### src/rtl/sha1_pad.sv
// rtl/sha1_pad.sv - SHA-1 message padder: 32-bit word stream in, 512-bit padded blocks out
module sha1_pad #(
    parameter int N = 32
) (
    input  logic           clk,
    input  logic           rst_n,
    input  logic           in_valid,
    output logic           in_ready,
    input  logic [N-1:0]   in_data,
    input  logic           in_last,
    input  logic [2:0]     in_nbytes,
    output logic           blk_valid,
    input  logic           blk_ready,
    output logic [511:0]   blk_data,
    output logic           blk_last
);

    typedef enum logic [1:0] {FILL, OUT, FIN1, FIN2} state_t;

    state_t         state_q, state_d;
    logic [3:0]     wcnt_q;
    logic [63:0]    len_q;
    logic [511:0]   mem_q;
    logic           pending_q;
    logic [6:0]     b_q;
    logic           in_ready_q;
    logic           blk_valid_q;

    logic           in_fire;
    logic           blk_fire;
    logic           final_done;
    logic [2:0]     nb;
    logic [N-1:0]   masked_word;
    logic [8:0]     wbase;
    logic [511:0]   blk_comb;
    logic           last_comb;

    assign in_fire  = in_valid & in_ready_q;
    assign blk_fire = blk_valid_q & blk_ready;
    assign nb       = (in_nbytes > 3'd4) ? 3'd4 : in_nbytes;
    assign wbase    = 9'd511 - {wcnt_q, 5'd0};

    assign final_done = blk_fire &&
                        ((state_q == FIN1 && b_q < 7'd56) || state_q == FIN2);

    // Bytes at and beyond in_nbytes are cleared so the tail of the last word never leaks.
    always_comb begin
        masked_word = '0;
        for (int j = 0; j < 4; j++) begin
            if (j < int'(nb))
                masked_word[31-8*j -: 8] = in_data[31-8*j -: 8];
        end
    end

    always_comb begin
        state_d = state_q;
        case (state_q)
            FILL: begin
                if (in_fire) begin
                    if (in_last)
                        state_d = FIN1;
                    else if (wcnt_q == 4'd15)
                        state_d = OUT;
                end
            end
            OUT:  if (blk_fire) state_d = FILL;
            FIN1: if (blk_fire) state_d = (b_q >= 7'd56) ? FIN2 : FILL;
            FIN2: if (blk_fire) state_d = FILL;
            default: state_d = FILL;
        endcase
    end

    always_ff @(posedge clk or negedge rst_n) begin
        if (!rst_n) begin
            state_q     <= FILL;
            wcnt_q      <= '0;
            len_q       <= '0;
            mem_q       <= '0;
            pending_q   <= 1'b0;
            b_q         <= '0;
            in_ready_q  <= 1'b0;
            blk_valid_q <= 1'b0;
        end else begin
            state_q     <= state_d;
            in_ready_q  <= (state_d == FILL);
            blk_valid_q <= (state_d != FILL);
            if (in_fire) begin
                if (in_last) begin
                    mem_q[wbase -: 32] <= masked_word;
                    len_q     <= len_q + {58'd0, nb, 3'd0};
                    b_q       <= {1'b0, wcnt_q, 2'b00} + {4'd0, nb};
                    pending_q <= (wcnt_q == 4'd15) && (nb == 3'd4);
                end else begin
                    mem_q[wbase -: 32] <= in_data;
                    len_q  <= len_q + 64'd32;
                    wcnt_q <= wcnt_q + 4'd1;
                end
            end
            if (blk_fire && state_q == OUT)
                wcnt_q <= '0;
            if (final_done) begin
                len_q     <= '0;
                wcnt_q    <= '0;
                pending_q <= 1'b0;
            end
        end
    end

    // Block image is derived from registered state only, so it holds while backpressured.
    always_comb begin
        blk_comb  = '0;
        last_comb = 1'b0;
        case (state_q)
            OUT: blk_comb = mem_q;
            FIN1: begin
                for (int i = 0; i < 64; i++) begin
                    if (i < int'(b_q))
                        blk_comb[511-8*i -: 8] = mem_q[511-8*i -: 8];
                    else if (i == int'(b_q))
                        blk_comb[511-8*i -: 8] = 8'h80;
                end
                if (b_q <= 7'd55) begin
                    blk_comb[63:0] = len_q;
                    last_comb      = 1'b1;
                end
            end
            FIN2: begin
                if (pending_q)
                    blk_comb[511:504] = 8'h80;
                blk_comb[63:0] = len_q;
                last_comb      = 1'b1;
            end
            default: ;
        endcase
    end

    assign in_ready  = in_ready_q;
    assign blk_valid = blk_valid_q;
    assign blk_data  = blk_valid_q ? blk_comb : '0;
    assign blk_last  = blk_valid_q & last_comb;

endmodule

### config.mk
export PLATFORM = sky130hd
export DESIGN_NAME = sha1_pad
export DESIGN_NICKNAME = d
export VERILOG_FILES = /design/src/rtl/sha1_pad.sv
export SDC_FILE = /design/constraint.sdc
export NUM_CORES = 1
export LEC_CHECK = 0
export BUFFER_PORTS_ARGS = -buffer_cell sky130_fd_sc_hd__buf_2
export CORE_MARGIN = 2
export CORE_UTILIZATION = 55
export CTS_BUF_LIST = sky130_fd_sc_hd__clkbuf_8 sky130_fd_sc_hd__clkbuf_16
export DETAILED_ROUTE_END_ITERATION = 10
export MAX_ROUTING_LAYER = met4
export PLACE_DENSITY = 0.75
export REMOVE_ABC_BUFFERS = 1
export SYNTH_ARGS = -nofsm -noshare
export SYNTH_HDL_FRONTEND = slang
export SYNTH_SLANG_ARGS = --single-unit
### constraint.sdc
create_clock -name clk -period 3.79 [get_ports clk]
set_input_delay 0.379 -clock clk [delete_from_list [all_inputs] [get_ports clk]]
set_output_delay 0.379 -clock clk [all_outputs]
set_load 0.02 [all_outputs]
==> flow_metrics.env <==
export IMPL_first_iter_violations=3147
export IMPL_synth_seq_cells=589
export IMPL_syn_avg_cell_area_um2=8.65
export IMPL_numClockSinks=589
export IMPL_clock_latency_ns=0.65
export IMPL_yosysWarnings=0
export IMPL_grt_max_degree=94
export IMPL_cts_setup_buffers=0
export IMPL_rr_startpoint="b_q[4]"
export IMPL_drive_gt1_frac=0.205
export IMPL_fillers=4413
export IMPL_leakage_nw=17.1
export IMPL_dpl_cell_count=4432
export IMPL_slew_headroom=0.238
export IMPL_root_buffer="clkbuf_16"
export IMPL_stdcell_count=4552
export IMPL_synth_edf_count=0
export IMPL_hold_path_class="in -> reg"
export IMPL_vdd_drop_max_v=0.000406
export IMPL_gp_congestion=1.03
export IMPL_final_util=0.670
export IMPL_min_period_ns=3.65
export IMPL_synthToLayoutAreaGrowth_pct=20.3
export IMPL_dr_pass1_iters=7
export IMPL_clock_skew_ns=0.0266
export IMPL_worstPathMaxFanout=16
export IMPL_status="completed"
export IMPL_final_design_area_no_fill_um2=34400
export IMPL_num_rows=83
export IMPL_finalHoldViolCount=0
export IMPL_max_freq_mhz=274
export IMPL_synth_seq_area_share=0.515
export IMPL_routedWlPerCell_um=24.4
export IMPL_crit_start="b_q[4]"
export IMPL_power_density_nw_per_um2=618
export IMPL_synth_compound_area_frac=0.164
export IMPL_synthCells=3311
export IMPL_critPathArrivalTime_ns=3.27
export IMPL_grt_overflow_total=0
export IMPL_initial_utilization=0.557
export IMPL_power_mw=21.3
export IMPL_synthTopCellsByArea="dfrtp_1, nand2_1, o21ai_0"
export IMPL_grt_pass1_wl_um=163000
export IMPL_cap_violations=0
export IMPL_final_common_cell="nand2_1"
export IMPL_final_cell_mix="nand2_1, dfrtp_1, buf_2"
export IMPL_die_height_um=232
export IMPL_syn_area_um2=28600
export IMPL_worstMarginPinSlew_ns=1.14
export IMPL_cts_max_path_buffers=3
export IMPL_maxSlewViolCount=0
export IMPL_clkTransAtPathRegs_ns=0.07
export IMPL_synthSimpleGateAreaFrac=0.273
export IMPL_nets=3872
export IMPL_rsz0062_at_grt="false"
export IMPL_boundaryPins=555
export IMPL_die_area_um2=53900
export IMPL_drc_errors=0
export IMPL_avgViaCountPerCell=6.06
export IMPL_cts_tree="done"
export IMPL_synth_cell_types=75
export IMPL_num_vias=27600
export IMPL_worstSetupPathType="reg -> out"
export IMPL_synth_top_family_by_area="simple AND/OR/NAND/NOR gates"
export IMPL_routed_wl_um=111000
export IMPL_core_area_um2=51400
export IMPL_synth_ff_type="dfrtp_1"
export IMPL_finalSetupViolCount=0
export IMPL_io_buffers=554
export IMPL_dpl_cell_area_um2=32300
export IMPL_ant_nets=0
export IMPL_async_flop_share=1.00
export IMPL_hpwl_um=79900
export IMPL_post_route_period_util=0.963
export IMPL_worst_setup_path_end_kind="primary output"
export IMPL_synth_adder_area_share=0.00769
export IMPL_die_width_um=232
export IMPL_synthXorXnorAreaFrac=0.0101
export IMPL_yosysTopAreaCell="dfrtp_1"
export IMPL_cts_htree_levels=2
export IMPL_synth_mux_area_frac=0.00188
export IMPL_hold_start="in_nbytes[2]"
export IMPL_required_ns=3.41
export IMPL_grt_usage=0.420
export IMPL_synth_top_area_frac=0.515
export IMPL_worstSetupStartpointType="flip-flop"
export IMPL_first_global_vias=25400
export IMPL_antenna_found_initial=5
export IMPL_numCtsBuffers=60
synthesized netlist by cell type, types with 3 or more instances:
| master | instances |
|---|---|
| o31ai_1 | 38 |
| a21o_1 | 16 |
| nand3_1 | 70 |
| nand2b_1 | 6 |
| and3_1 | 145 |
| nand2_1 | 748 |
| and4_1 | 5 |
| o21ai_1 | 7 |
| o211ai_1 | 8 |
| a31oi_1 | 5 |
| xor2_1 | 15 |
| dfrtp_1 | 589 |
| nor2_1 | 219 |
| a21oi_1 | 93 |
| a222oi_1 | 4 |
| a32oi_1 | 8 |
| and2_1 | 279 |
| nor4_1 | 14 |
| or4_1 | 19 |
| mux2_2 | 3 |
| or3b_2 | 3 |
| buf_2 | 8 |
| or3_1 | 13 |
| xnor2_1 | 18 |
| inv_1 | 14 |
| nand4_1 | 36 |
| a22o_1 | 3 |
| a22oi_1 | 75 |
| nor2b_1 | 15 |
| or2_2 | 3 |
| o21a_1 | 9 |
| ha_1 | 16 |
| nor4_2 | 3 |
| nand4_2 | 5 |
| o21ai_0 | 537 |
| buf_1 | 16 |
| nor3_1 | 23 |
| a211oi_1 | 4 |
| nand4b_1 | 4 |
| clkbuf_1 | 171 |
worst paths after layout:
| kind | endpoint | slack, ns | cells after the start |
|---|---|---|---|
| worst max-delay path | blk_data[55] | 0.14 | 7 |
| worst min-delay path | pending_q | 0.09 | 3 |
| worst max register to register | len_q[57] | 0.91 | 6 |
| worst min register to register | mem_q[261] | 0.47 | 2 |
| max in group asynchronous | mem_q[341] | 2.21 | 4 |
| min in group asynchronous | mem_q[414] | 0.39 | 2 |
through the flow:
step                      setup TNS [ns]  hold WS (ns)  worst slack, ns
final                                  0        0.0861            0.142
after global routing                   0        0.0891           0.0117
after CTS                              0        0.0598           0.0169
after detailed placement               0         0.458            0.723
after global placement                 0         0.451            0.804
after floorplan                   -60.00        0.0834            -1.16
timing repair:
| action | CTS | global route |
|---|---|---|
| hold buffers | 1 | 0 |
| endpoints found under the hold margin | 78 | 0 |
| resized for setup | 0 | 5 |
| endpoints found under the setup margin | 0 | 24 |
area by class of cell:
class                   instances  area (um2)  area share
flip-flops and latches        589       14700       0.428
multi-input cells            2509       13200       0.382
repair buffers                639        3520       0.102
clock buffers                  73        1690      0.0491
well taps                     680         851      0.0247
clock inverters                39         397      0.0115
inverters                      16        60.1     0.00174
diodes                          7        17.5    0.000508
sequential cells by signal, indices dropped and copies added (netlist names):
register   flops
blk_valid      1
len_q         61
state_q        2
in_ready       1
mem_q        512
pending_q      1
wcnt_q         4
b_q            7
cells by family (layout without fill, tap and decap cells):
group / count (synthesis) / count (layout)
flops: 589 / 589
fa+ha+maj: 17 / 17
xor+xnor: 33 / 33
simple gates: 1626 / 1626
other cells: 0 / 7
compound gates: 828 / 828
buf+inv: 213 / 767
mux: 5 / 5
per-layer routing:
layer  wire length (um)  track usage  part of all wire
met4               6650        0.221             0.060
met2              49600        0.609              0.45
met3              11800       0.0993              0.11
met1              42900        0.548              0.39
met5                  0            -                 0
critical path, cell delays in order (launching register included):
cell and delay, ns:
dfrtp_1 0.71, buf_4 0.28, nand4b_1 0.27, nor3_1 0.42
o21ai_1 0.30, a222oi_1 0.41, nor2_1 0.06, buf_2 0.18
power by group:
part | internal (mW) | total, mW | switching, mW
clock network | 3.69 | 6.31 | 2.61
logic | 1.62 | 6.23 | 4.61
registers | 7.71 | 8.75 | 1.04
total | 13.0 | 21.3 | 8.26
Note: power is estimated with default switching activity, not from simulation.
